[src/rtl/pulse_duty_meter_pkg.sv]
// Shared types and defaults for the pulse duty meter: FSM encoding, default
// sizing and a small helper that turns a duty code into an expected high time.
package pulse_duty_meter_pkg;

    typedef enum logic [2:0] {
        ST_IDLE  = 3'd0,
        ST_ARM   = 3'd1,
        ST_HIGH  = 3'd2,
        ST_LOW   = 3'd3,
        ST_STUCK = 3'd4
    } state_t;

    localparam int DEF_CNT_W       = 8;
    localparam int DEF_TIMEOUT     = 255;
    localparam int DEF_SYNC_STAGES = 2;

    // Duty codes are expressed in eighths of the divider period.
    localparam int DUTY_CODE_STEPS = 8;

    function automatic int duty_code_to_high(input int code, input int period);
        return (code * period + DUTY_CODE_STEPS / 2) / DUTY_CODE_STEPS;
    endfunction

endpackage

[src/rtl/pulse_duty_meter_if.sv]
// Measurement bus of the pulse duty meter: waveform and enable in, results,
// stuck flags and the FSM state out.
interface pulse_duty_meter_if #(
    parameter int CNT_W = pulse_duty_meter_pkg::DEF_CNT_W
) ();

    logic                          en;
    logic                          sig_in;
    logic [CNT_W-1:0]              high_cnt;
    logic [CNT_W-1:0]              period_cnt;
    logic                          meas_valid;
    logic                          stuck;
    logic                          stuck_level;
    pulse_duty_meter_pkg::state_t  dbg_state;

    // meas_valid is a single-cycle strobe with no back-pressure: the consumer
    // must take high_cnt/period_cnt in the cycle meas_valid is 1; both values
    // then hold until the next strobe or reset.
    modport master (
        output en,
        output sig_in,
        input  high_cnt,
        input  period_cnt,
        input  meas_valid,
        input  stuck,
        input  stuck_level,
        input  dbg_state
    );

    modport slave (
        input  en,
        input  sig_in,
        output high_cnt,
        output period_cnt,
        output meas_valid,
        output stuck,
        output stuck_level,
        output dbg_state
    );

endinterface

[src/rtl/pulse_duty_meter_sync_edge_det.sv]
// Brings the monitored waveform into the clk domain and flags its edges
// relative to the previous synchronized sample.
module pulse_duty_meter_sync_edge_det #(
    parameter int SYNC_STAGES = 2
) (
    input  logic clk,
    input  logic rst,
    input  logic d,
    output logic s,
    output logic rise,
    output logic fall
);

    logic [SYNC_STAGES-1:0] sync_q;
    logic                   prev_q;

    always_ff @(posedge clk or posedge rst) begin
        if (rst) begin
            sync_q <= '0;
            prev_q <= 1'b0;
        end else begin
            sync_q <= {sync_q[SYNC_STAGES-2:0], d};
            prev_q <= sync_q[SYNC_STAGES-1];
        end
    end

    assign s    = sync_q[SYNC_STAGES-1];
    assign rise = s & ~prev_q;
    assign fall = ~s & prev_q;

endmodule

[src/rtl/pulse_duty_meter.sv]
// Measures high time and period of a synchronized waveform in clk cycles,
// publishing one result per full period and flagging a stuck waveform.
module pulse_duty_meter
    import pulse_duty_meter_pkg::*;
#(
    parameter int CNT_W       = DEF_CNT_W,
    parameter int TIMEOUT     = DEF_TIMEOUT,
    parameter int SYNC_STAGES = DEF_SYNC_STAGES
) (
    input  logic               clk,
    input  logic               rst,
    pulse_duty_meter_if.slave  bus
);

    localparam logic [CNT_W-1:0] TIMEOUT_C = CNT_W'(TIMEOUT);

    logic             s;
    logic             rise;
    logic             fall;

    state_t           state_q;
    state_t           state_d;
    logic [CNT_W-1:0] cnt_q;
    logic [CNT_W-1:0] cnt_d;
    logic [CNT_W-1:0] cnt_inc;
    logic [CNT_W-1:0] h_lat_q;
    logic [CNT_W-1:0] h_lat_d;
    logic             publish;
    logic             timeout;

    logic [CNT_W-1:0] high_q;
    logic [CNT_W-1:0] period_q;
    logic             meas_valid_q;
    logic             stuck_level_q;

    pulse_duty_meter_sync_edge_det #(
        .SYNC_STAGES (SYNC_STAGES)
    ) u_sync (
        .clk  (clk),
        .rst  (rst),
        .d    (bus.sig_in),
        .s    (s),
        .rise (rise),
        .fall (fall)
    );

    // Saturating increment keeps long waveforms from wrapping into a small count.
    assign cnt_inc = (cnt_q == '1) ? cnt_q : cnt_q + CNT_W'(1);
    assign timeout = (cnt_q == TIMEOUT_C);

    always_comb begin
        state_d = state_q;
        cnt_d   = cnt_inc;
        h_lat_d = h_lat_q;
        publish = 1'b0;

        if (!bus.en) begin
            state_d = ST_IDLE;
            cnt_d   = '0;
        end else begin
            unique case (state_q)
                ST_IDLE: begin
                    state_d = ST_ARM;
                    cnt_d   = '0;
                end
                ST_ARM: begin
                    if (rise) begin
                        state_d = ST_HIGH;
                        cnt_d   = CNT_W'(1);
                    end else if (timeout) begin
                        state_d = ST_STUCK;
                    end
                end
                ST_HIGH: begin
                    if (fall) begin
                        state_d = ST_LOW;
                        h_lat_d = cnt_q;
                    end else if (timeout) begin
                        state_d = ST_STUCK;
                    end
                end
                ST_LOW: begin
                    if (rise) begin
                        state_d = ST_HIGH;
                        cnt_d   = CNT_W'(1);
                        publish = 1'b1;
                    end else if (timeout) begin
                        state_d = ST_STUCK;
                    end
                end
                ST_STUCK: begin
                    if (rise) begin
                        state_d = ST_HIGH;
                        cnt_d   = CNT_W'(1);
                    end else begin
                        cnt_d   = cnt_q;
                    end
                end
                default: begin
                    state_d = ST_IDLE;
                    cnt_d   = '0;
                end
            endcase
        end
    end

    always_ff @(posedge clk or posedge rst) begin
        if (rst) begin
            state_q <= ST_IDLE;
            cnt_q   <= '0;
            h_lat_q <= '0;
        end else begin
            state_q <= state_d;
            cnt_q   <= cnt_d;
            h_lat_q <= h_lat_d;
        end
    end

    // Results are registered so meas_valid lands one cycle after the closing rise.
    always_ff @(posedge clk or posedge rst) begin
        if (rst) begin
            high_q        <= '0;
            period_q      <= '0;
            meas_valid_q  <= 1'b0;
            stuck_level_q <= 1'b0;
        end else begin
            meas_valid_q <= publish;
            if (publish) begin
                high_q   <= h_lat_q;
                period_q <= cnt_q;
            end
            if (state_d == ST_STUCK) begin
                stuck_level_q <= s;
            end
        end
    end

    assign bus.high_cnt    = high_q;
    assign bus.period_cnt  = period_q;
    assign bus.meas_valid  = meas_valid_q;
    assign bus.stuck       = (state_q == ST_STUCK);
    assign bus.stuck_level = stuck_level_q;
    assign bus.dbg_state   = state_q;

endmodule

[src/flat_wrapper.sv]
// flat-port wrapper written by rule: the top's interface ports become plain ports
module pulse_duty_meter_flat import pulse_duty_meter_pkg::*;
#(
    parameter int CNT_W       = DEF_CNT_W,
    parameter int TIMEOUT     = DEF_TIMEOUT,
    parameter int SYNC_STAGES = DEF_SYNC_STAGES
)
  (clk, rst, bus_en, bus_sig_in, bus_high_cnt, bus_period_cnt, bus_meas_valid, bus_stuck, bus_stuck_level, bus_dbg_state);
  pulse_duty_meter_if #(.CNT_W(CNT_W)) bus_i ();
  input  logic clk;
  input  logic rst;
  input wire logic [$bits(bus_i.en)-1:0] bus_en;
  input wire logic [$bits(bus_i.sig_in)-1:0] bus_sig_in;
  output wire logic [$bits(bus_i.high_cnt)-1:0] bus_high_cnt;
  output wire logic [$bits(bus_i.period_cnt)-1:0] bus_period_cnt;
  output wire logic [$bits(bus_i.meas_valid)-1:0] bus_meas_valid;
  output wire logic [$bits(bus_i.stuck)-1:0] bus_stuck;
  output wire logic [$bits(bus_i.stuck_level)-1:0] bus_stuck_level;
  output wire logic [$bits(bus_i.dbg_state)-1:0] bus_dbg_state;
  assign bus_i.en = bus_en;
  assign bus_i.sig_in = bus_sig_in;
  assign bus_high_cnt = bus_i.high_cnt;
  assign bus_period_cnt = bus_i.period_cnt;
  assign bus_meas_valid = bus_i.meas_valid;
  assign bus_stuck = bus_i.stuck;
  assign bus_stuck_level = bus_i.stuck_level;
  assign bus_dbg_state = bus_i.dbg_state;
  pulse_duty_meter #(.CNT_W(CNT_W), .TIMEOUT(TIMEOUT), .SYNC_STAGES(SYNC_STAGES)) u_core (.clk(clk), .rst(rst), .bus(bus_i));
endmodule
[config.mk]
export PLATFORM = sky130hd
export DESIGN_NAME = pulse_duty_meter_flat
export DESIGN_NICKNAME = d
export VERILOG_FILES = /design/src/rtl/pulse_duty_meter_pkg.sv /design/src/rtl/pulse_duty_meter_if.sv /design/src/rtl/pulse_duty_meter_sync_edge_det.sv /design/src/rtl/pulse_duty_meter.sv /design/src/flat_wrapper.sv
export SDC_FILE = /design/constraint.sdc
export NUM_CORES = 1
export LEC_CHECK = 0
export ABC_AREA = 0
export CORE_MARGIN = 2
export CORE_UTILIZATION = 30
export DETAILED_ROUTE_END_ITERATION = 8
export REMOVE_ABC_BUFFERS = 1
export SLEW_MARGIN = 20
export SYNTH_ARGS = -nofsm -noshare
export SYNTH_HDL_FRONTEND = slang
export SYNTH_SLANG_ARGS = --single-unit
[constraint.sdc]
create_clock -name clk -period 4.3 [get_ports clk]
set_input_delay 0.645 -clock clk [delete_from_list [all_inputs] [get_ports clk]]
set_output_delay 0.645 -clock clk [all_outputs]
set_load 0.005 [all_outputs]
After elaboration in Yosys (flattened, before gate mapping)
Cells that the tools add are included.
Widths: inputs -> output; s select.
{"block": "op_classes", "n_reduce_logical": 3, "mux": 14, "addsub": 1, "n_eq_ne": 7, "bitwise": 4}
{"cell": "$mux 8", "n": 4}
{"cell": "$pmux 8 s3", "n": 1}
{"cell": "$mux 3", "n": 5}
{"cell": "$pmux 3 s4", "n": 1}
{"cell": "$add 8x1->8 const B", "n": 1}
{"cell": "$eq 8x8->1 const B", "n": 1}
{"cell": "$eq 3x2->1 const B", "n": 2}
{"cell": "$eq 3x3->1 const B", "n": 2}
{"cell": "$eq 3x1->1 const B", "n": 1}
{"cell": "$logic_not 3->1", "n": 1}
{"cell": "$mux 1", "n": 3}
{"cell": "$ne 3x2->1 const B", "n": 1}
{"cell": "$reduce_and 3->1", "n": 1}
{"cell": "$and 1x1->1", "n": 2}
{"cell": "$not 1->1", "n": 2}
{"cell": "$reduce_or 2->1", "n": 1}
{"block": "word_totals", "out_inout_bits": 22, "ff_bits": 40, "wordCells": 38, "input_bits": 4}

Depth between registers and ports, before layout
Gate-level depths: netlist of run 1.
{"block": "depth", "depth_word": 6, "depth_mapped": 6, "mapped_depth_nobuf": 6}

By module
Synthesis of run 1 repeated with hierarchy kept, for this count alone.
{"block": "hier_totals", "cells_unflattened": 139, "area_unflattened_um2": 1725.4}
{"mod": "pulse_duty_meter", "area_per_inst_um2": 1631.6, "instances": 1, "cells_each": 133, "seq_area_each_um2": 925.9}
{"mod": "pulse_duty_meter_sync_edge_det", "area_per_inst_um2": 93.8, "instances": 1, "cells_each": 6, "seq_area_each_um2": 75.1}

Worst setup path before layout of run 1
No wires, ideal clock.
{"block": "synth_timing", "path_type": "input -> register", "start": "input bus_en", "end": "register u_core.high_q[7] (netlist: u_core.bus.high_cnt[7])", "arrival_ps": 1573, "cell_stages": 5, "required_ps": 4175, "n_path_buf": 2, "slack_ps": 2602, "setup_time_ps": 125, "cell_sequence": "nor2b_1 and3_4 buf_8 buf_12 mux2_4"}
{"block": "synth_between", "elab_chain_len": 1}
{"element": "start: declaration", "line": "flat_wrapper.sv:12", "text": "input wire logic [$bits(bus_i.en)-1:0] bus_en;"}
{"element": "$mux 1", "line": "pulse_duty_meter.sv:57", "text": "if (!bus.en) begin"}
{"element": "via u_core.publish", "line": "pulse_duty_meter.sv:28", "text": "logic publish;"}
{"element": "end signal: assignment", "line": "pulse_duty_meter.sv:129", "text": "high_q <= h_lat_q;"}
{"element": "end: declaration", "line": "pulse_duty_meter.sv:31", "text": "logic [CNT_W-1:0] high_q;"}
The timed path passes the listed nets, and every way through them passes these cells.
A chain may end at the register's enable or synchronous reset.

Final worst setup path of run 1
{"block": "layout_timing", "start": "register u_core.state_q[0] (netlist: u_core.bus.dbg_state[0])", "end": "output bus_stuck"}
{"block": "layout_between", "elab_chain_len": 1}
{"element": "start: declaration", "line": "pulse_duty_meter.sv:21", "text": "state_t state_q;"}
{"element": "start signal: assignment", "line": "pulse_duty_meter.sv:113", "text": "state_q <= state_d;"}
{"element": "$eq 3x3->1", "line": "pulse_duty_meter.sv:141", "text": "assign bus.stuck = (state_q == ST_STUCK);"}
{"element": "end: declaration", "line": "flat_wrapper.sv:17", "text": "output wire logic [$bits(bus_i.stuck)-1:0] bus_stuck;"}
No other way between the ends.

==> flow_summary.yaml, run 1 <==
synthesis:
  synth_top_area_cell: "dfrtp_1"
  synth_area_per_cell_um2: 13.3
  yosysWarnings: 0
  synth.yosys.seq_area_share_pct: 55.2
  yosys_register_bits: 40
  synthesis.area_um2: 1810
  synth-main-ff-cell: "dfrtp_1"
  synth.top_cell.area_share_pct: 55.2
  synth-async-reset-ratio_pct: 100
  syn_inst: 136
  synth-edff-count: 0
  ys_types: 40
  yosys-top-cells-area: "dfrtp_1 55%, mux2_2 9.3%, mux2_4 7.5%"
worst_hold_path:
  hp-class: "flop to flop"
pwr:
  clockPowerShare_pct: 38.0
  p_leak_nw: 0.984
  comb_power_share_pct: 5.6
  switching_share_pct: 23.3
  p_sw_w: 0.000160
  seqPwrFrac_pct: 56.4
  internal_power_w: 0.000527
  ir_drop_mv: 0.203
  power_density_nw_per_um2: 310
sta:
  finalClockSkew_ns: 0.00569
  period_share_pct: 55.5
  worst_pin_slew_ns: 0.569
  grt_setup_unrepaired: "false"
  fmax_mhz: 419
  final_hold_viol_count: 0
  max-slew-margin-rel_pct: 61.9
  finalSetupViolCount: 0
  drv_slew: 0
  finalSetupTns_ns: 0
  period_minus_slack_ns: 2.39
layout:
  syn2layout_area_growth_pct: 22.3
  diodes: 0
  layout.area.seq_um2: 1000
  final_util_pct: 37.6
  multi_input_area_um2: 736
  drive_gt1_share_pct: 26.5
  fillers: 575
  fin_nets: 170
critical_path:
  worst_ep_required_time_ns: 3.65
  critPathLaunchType: "flop"
  cp_max_fo: 8
  r2r_slack_ns: 2.51
  cp-end-kind: "output pin"
  worst-endpoint-arrival_ns: 1.74
  worstSetupPathType: "flop to output pin"
status:
  status: "finished, final reports clean"
global_routing:
  grt.overflow.total: 0
  grt.total_usage_pct: 11.0
  grt_pass1_vias: 1141
  grt_max_degree: 41
  antenna_found_initial: 0
  grt_pass1_wl_um: 5510
clocking:
  clk_latency_ns: 0.30
  clock-sinks: 40
  tritoncts: "done"
  clk_pin_slew_ns: 0.07
  clk_path_buf_depth: 2
  cts_made_buffers: 5
  cts_hold_buf: 0
  cts_root_buf: "clkbuf_8"
  cts_resized: 0
  post-cts-setup-buffers: 0
  htree_num_levels: 2
flow_run:
  drv_cap: 0
route:
  dr.pass1.iters: 4
  num_vias: 1147
  final_antenna_net_count: 0
  drt_wl_total_um: 3240
  vias_per_cell: 4.76
  wl_per_cell_um: 13.4
  drtIter0Drc: 42
  drc_errors: 0
floorplan:
  start_util_pct: 30.8
  die_y_um: 81.7
  ios: 26
  dieArea_um2: 6680
  core-area_um2: 5890
  die_width_um: 81.7
  rows: 28
placed_design:
  hpwlAfterDp_um: 2190
  io_buffers: 25
  place.gp.congestion: 0.798
## final cells by class
type                    count  area share, %
multi-input cells          84           33.2
flip-flops and latches     40           45.2
well taps                  75           4.23
clock inverters             2          0.678
inverters                   8           1.36
clock buffers               6           3.73
repair buffers             26           11.6
## cells by family (layout without fill, tap and decap cells)
family / after synthesis / after routing / share of synthesized area, %
muxes: 25 / 25 / 17.4
adders and majority gates: 1 / 1 / 0.690
AOI/OAI and AO/OA: 31 / 31 / 12.2
and+or+nand+nor: 27 / 27 / 10.4
buffers and inverters: 12 / 42 / 4.14
DFF: 40 / 40 / 55.2
## power groups by stage
stage	clock network [W]	registers (W)	logic, W
floorplan	0	0.000393	0.0000255
global placement	0	0.000395	0.0000393
detailed placement	0	0.000395	0.0000392
CTS	0.000273	0.000387	0.0000396
global route	0.000286	0.000389	0.0000436
finish	0.000261	0.000387	0.0000385
## state kept, by name, summed over array words and instances, names as in the netlist
register,cells
u_core.bus.high_cnt,8
u_core.bus.period_cnt,8
u_core.cnt_q,8
u_core.h_lat_q,8
u_core.bus.dbg_state,3
u_core.u_sync.sync_q,2
u_core.bus.meas_valid,1
u_core.bus.stuck_level,1
u_core.u_sync.prev_q,1
## synthesized netlist by cell type, types with 2 or more instances
cell type	number
nand3_1	4
o21ai_0	8
dfrtp_1	40
nor2_1	4
mux2_4	9
mux2_2	15
and3_4	2
inv_1	7
a21oi_1	7
o31ai_1	4
o2bb2ai_1	2
nand2_1	3
a32o_1	2
a22o_1	2
nand2b_1	2
## worst max-delay path, cell delays in order (launching register included)
cell and delay, ns:
dfrtp_1 0.46, nor2_2 0.24, nand2_1 0.16, inv_2 0.09, clkdlybuf4s50_1 0.50
## per-layer routing
layer | part of all wire [%] | GRT usage [%]
met1 | 49 | 14.0
met2 | 45 | 17.0
met3 | 4.3 | 3.30
met4 | 1.6 | 5.83
met5 | 0 | 0
## stage by stage
step                hold WS (ns)  instance area [µm²]  total power [W]  cells  worst slack, ns
detailed placement         0.335                 2120         0.000434    233             1.83
global route               0.370                 2220         0.000718    241             1.79
floorplan                  0.331                 1770         0.000419    132             2.64
global placement           0.332                 2120         0.000434    233             1.90
CTS                        0.352                 2220         0.000700    241             1.91
finish                     0.350                 2220         0.000687    241             1.91
## path summary, 6_finish.rpt
check                           cells past startpoint                       to                    start
min in group asynchronous                           3   u_core.bus.high_cnt[2]                      rst
worst min-delay path                                0  u_core.u_sync.sync_q[1]  u_core.u_sync.sync_q[0]
worst max-delay path                                4                bus_stuck  u_core.bus.dbg_state[0]
worst min register to register                      0  u_core.u_sync.sync_q[1]  u_core.u_sync.sync_q[0]
worst max register to register                      3        u_core.h_lat_q[0]  u_core.bus.dbg_state[0]
max in group asynchronous                           3   u_core.bus.high_cnt[0]                      rst
## layout by cell type (no fill, tap or decap), drive strengths merged, types with 3 or more instances in the layout
| cell type | instances |
|---|---|
| o21ai | 8 |
| a21oi | 7 |
| clkdlybuf4s50 | 25 |
| dfrtp | 40 |
| and3 | 4 |
| inv | 8 |
| nand2 | 3 |
| mux2 | 25 |
| clkbuf | 6 |
| o31ai | 4 |
| nand3 | 4 |
| nor2 | 5 |
Note: power is estimated with default switching activity, not from simulation.
==> run 2, diff against run 1 <==
Clock period 4.3 ns to 2.5 ns, I/O delays scaled along.
==> flow_summary.yaml, run 2 (synthesis gave the netlist of run 1 again) <==
layout:
  drive_gt1_share_pct: 26.5
  final_cell_mix: "40 x dfrtp_1, 25 x clkdlybuf4s50_1, 15 x mux2_2, 9 x mux2_4, 8 x o21ai_0"
  diodes: 0
  mostFrequentLayoutCell: "dfrtp_1"
  fillers: 581
  syn2layout_area_growth_pct: 22.3
  fin_nets: 170
clocking:
  post-cts-setup-buffers: 0
  htree_num_levels: 2
  cts_made_buffers: 5
  tritoncts: "done"
  clk_path_buf_depth: 2
  cts_hold_buf: 0
  clk_pin_slew_ns: 0.07
  cts_resized: 0
  clk_latency_ns: 0.30
  cts_root_buf: "clkbuf_8"
  clock-sinks: 40
pwr:
  ir_drop_mv: 0.322
  p_leak_nw: 0.984
  power_density_nw_per_um2: 535
critical_path:
  reg2reg_to: "u_core.bus.stuck_level"
  r2r_slack_ns: 0.71
  critPathLaunchType: "flop"
  cp_max_fo: 8
  rr_startpoint: "u_core.cnt_q[0]"
  cp-end-kind: "output pin"
  worstSetupPathType: "flop to output pin"
  worst-endpoint-arrival_ns: 1.75
  worst_ep_required_time_ns: 2.12
  r2r_cells: 5
flow_run:
  drv_cap: 0
placed_design:
  place.gp.congestion: 0.799
  io_buffers: 25
  post-place-ws_ns: 0.317
  hpwlAfterDp_um: 2200
floorplan:
  die_y_um: 81.7
  die_width_um: 81.7
  ios: 26
  dieArea_um2: 6680
  start_util_pct: 30.8
  rows: 28
  core-area_um2: 5890
sta:
  period_minus_slack_ns: 2.12
  max-slew-margin-rel_pct: 62.7
  worst_pin_slew_ns: 0.556
  finalClockSkew_ns: 0.00605
  final_hold_viol_count: 0
  fmax_mhz: 471
  drv_slew: 0
  finalSetupViolCount: 0
  grt_setup_unrepaired: "false"
  period_share_pct: 84.8
  holdWs_ns: 0.350
  finalSetupTns_ns: 0
  setup_slack_ns: 0.379
global_routing:
  grt_pass1_vias: 1147
  grt.total_usage_pct: 11.2
  grt_pass1_wl_um: 5620
  antenna_found_initial: 0
  grt.overflow.total: 0
  grt_max_degree: 41
worst_hold_path:
  hp-start: "u_core.u_sync.sync_q[0]"
  hold_depth: 0
  hp-class: "flop to flop"
  holdPathEnd: "u_core.u_sync.sync_q[1]"
status:
  status: "finished, final reports clean"
route:
  num_vias: 1162
  drtIter0Drc: 52
  vias_per_cell: 4.82
  dr.pass1.iters: 4
  final_antenna_net_count: 0
  drt_wl_total_um: 3260
  wl_per_cell_um: 13.5
  drc_errors: 0
[run 2: cell counts in the layout (fill, tap and decap cells not counted)]
Identical to the previous run, type by type.
[run 2: per-stage QoR]
step                std cells  cell area (µm²)  utilization (%)  power, W
floorplan                 132             1770                -  0.000720
global placement          233             2120             36.0  0.000746
detailed placement        233             2120             36.0  0.000747
CTS                       241             2220             37.6   0.00121
global route              241             2220             37.6   0.00124
finish                    241             2220             37.6   0.00119
[run 2: where the power goes]
part | internal [W] | total, W | leakage [nW] | switching (W)
Clock | 0.000223 | 0.000453 | 0.0434 | 0.000229
Combinational | 0.0000286 | 0.0000664 | 0.391 | 0.0000377
Sequential | 0.000655 | 0.000666 | 0.549 | 0.0000114
Total | 0.000907 | 0.00119 | 0.984 | 0.000279
[run 2: critical path, cell delays in order (launching register included)]
cell             delay [ns]
dfrtp_1                0.47
nor2_2                 0.23
nand2_1                0.15
inv_2                  0.09
clkdlybuf4s50_1        0.50
[run 2: how the worst max path moves through the flow]
stage | startpoint | to | cells after the start
CTS | u_core.bus.dbg_state[0] | bus_stuck | 4
global route | u_core.bus.dbg_state[0] | bus_stuck | 4
detailed placement | bus_en | u_core.h_lat_q[5] | 4
finish | u_core.bus.dbg_state[0] | bus_stuck | 4
global placement | bus_en | u_core.h_lat_q[6] | 4
floorplan | u_core.bus.dbg_state[0] | u_core.h_lat_q[0] | 3
[run 2: layer usage]
layer / vias up / wire, µm / global-route usage, %
met5: - / 0 / 0
li1: 562 / - / -
met1: 567 / 1620 / 15.0
met2: 28 / 1430 / 16.6
met3: 5 / 149 / 3.41
met4: 0 / 56 / 5.50
[run 2: cell type report]
class	instances	area, µm²	share of cell area [%]
well taps	75	93.8	4.23
flip-flops and latches	40	1000	45.2
clock inverters	2	15.0	0.678
inverters	8	30.0	1.36
repair buffers	26	258	11.6
multi-input cells	84	736	33.2
clock buffers	6	82.6	3.73
==> run 3, diff against run 2 <==
Clock period 2.5 ns to 1.9 ns, I/O delays scaled along.
==> flow_summary.yaml, run 3 (synthesis gave the netlist of run 1 again) <==
status:
  status: "finished, final reports clean"
floorplan:
  ios: 26
  die_y_um: 81.7
  start_util_pct: 30.8
  rows: 28
  core-area_um2: 5890
  dieArea_um2: 6680
  die_width_um: 81.7
critical_path:
  slowest_stage: "clkdlybuf4s50_1"
  worstSetupPathType: "flop to output pin"
  crit_chain: "nor2_2 > nand2_2 > inv_2 > clkdlybuf4s50_1"
  cp_max_fo: 4
  slowest_delay_ns: 0.50
  worst-endpoint-arrival_ns: 1.54
  cp.buffers_inverters: 2
  critPathLaunchType: "flop"
  worst_ep_required_time_ns: 1.62
  cp-end-kind: "output pin"
  cpLargestDelayFamily: "buffers and inverters"
  path_depth: 4
  r2r_cells: 5
sta:
  drv_slew: 0
  period_share_pct: 96.2
  grt_setup_unrepaired: "false"
  period_minus_slack_ns: 1.83
  finalSetupTns_ns: 0
  final_hold_viol_count: 0
  max-slew-margin-rel_pct: 66.9
  worst_pin_slew_ns: 0.496
  holdWs_ns: 0.357
  finalClockSkew_ns: 0.00649
  fmax_mhz: 547
  finalSetupViolCount: 0
placed_design:
  placed_cell_area_um2: 2220
  io_buffers: 25
  place.gp.congestion: 0.794
  hpwlAfterDp_um: 2500
  numPlacedInstances: 242
clocking:
  clock-sinks: 40
  clk_path_buf_depth: 2
  htree_num_levels: 2
  cts_made_buffers: 5
  cts_root_buf: "clkbuf_8"
  clk_pin_slew_ns: 0.08
  tritoncts: "done"
  clk_latency_ns: 0.30
global_routing:
  use_met2_pct: 17.9
  grt_pass1_vias: 1202
  antenna_found_initial: 0
  grt_max_degree: 41
  grt.total_usage_pct: 11.8
  grt.overflow.total: 0
  met1_usage_pct: 16.0
  grt_pass1_wl_um: 5890
  grt-busiest-layer: "met2"
  met3_usage_pct: 3.63
layout:
  fin_nets: 182
  diodes: 0
  final_cell_area_um2: 2370
  mostFrequentLayoutCell: "dfrtp_1"
  final_cell_mix: "38 x dfrtp_1, 25 x clkdlybuf4s50_1, 15 x mux2_2, 10 x buf_4, 9 x mux2_4"
  syn2layout_area_growth_pct: 30.6
  stdcell_count: 253
  drive_gt1_share_pct: 33.1
route:
  vias_per_cell: 4.86
  dr.pass1.iters: 4
  drtIter0Drc: 68
  drt_wl_total_um: 3590
  wl_per_cell_um: 14.2
  num_vias: 1230
  final_antenna_net_count: 0
  drc_errors: 0
pwr:
  internal_power_w: 0.00131
  p_sw_w: 0.000397
  switching_share_pct: 23.2
  fin_total_pwr_w: 0.00171
  seqPwrFrac_pct: 51.0
  p_leak_nw: 1.06
  power_density_nw_per_um2: 723
  ir_drop_mv: 0.331
  comb_power_share_pct: 6.8
  clockPowerShare_pct: 42.2
worst_hold_path:
  hp-class: "flop to flop"
  hold_depth: 0
flow_run:
  drv_cap: 0
## run 3: cell count changes in the layout (fill, tap and decap cells not counted)
cell	previous run	this run
dfrtp_1	40	38
buf_12	0	3
inv_6	0	1
nand2_2	0	1
bufinv_16	0	1
buf_4	1	10
nand2_1	3	2
clkinvlp_4	2	1
clkbuf_8	6	5
dfrtp_2	0	2
## run 3: what timing repair did
action	CTS	global route
gates resized for setup	2	1
endpoints found under the setup margin	1	1
gates cloned	0	0
hold buffers	0	0
setup buffers	0	3
## run 3: metal layers
| metal | share of wire (%) | wire (µm) |
|---|---|---|
| met5 | 0 | 0 |
| met4 | 1.5 | 55 |
| met2 | 46 | 1670 |
| met3 | 4.4 | 158 |
| met1 | 48 | 1720 |
## run 3: cell type report
type	count	area (µm²)
Sequential cell	40	1000
Timing Repair Buffer	38	385
Fill cell	570	3520
Clock buffer	5	68.8
Tap cell	75	93.8
Inverter	8	30.0
Multi-Input combinational cell	84	738
Clock inverter	3	46.3
## run 3: power by group through the flow
stage               logic [W]  registers [W]  clock network [W]
finish               0.000117       0.000872           0.000722
global route         0.000130       0.000873           0.000774
CTS                  0.000107       0.000875           0.000741
detailed placement   0.000106       0.000891                  0
global placement     0.000105       0.000891                  0
floorplan           0.0000577       0.000890                  0
## run 3: path summary, 6_finish.rpt
check | end | startpoint | slack [ns]
max reg2reg | u_core.h_lat_q[1] | u_core.bus.dbg_state[0] | 0.09
max in group asynchronous | u_core.bus.dbg_state[0] | rst | 1.13
max | bus_stuck | u_core.bus.dbg_state[1] | 0.07
min | u_core.u_sync.sync_q[1] | u_core.u_sync.sync_q[0] | 0.36
min reg2reg | u_core.u_sync.sync_q[1] | u_core.u_sync.sync_q[0] | 0.36
min in group asynchronous | u_core.bus.period_cnt[3] | rst | 0.41
## run 3: per-stage QoR
stage / worst slack (ns) / utilization [%]
floorplan: 0.353 / -
global placement: 0.0787 / 37.8
detailed placement: 0.0575 / 37.8
CTS: 0.00662 / 39.8
global route: 0.00413 / 40.2
finish: 0.0713 / 40.2
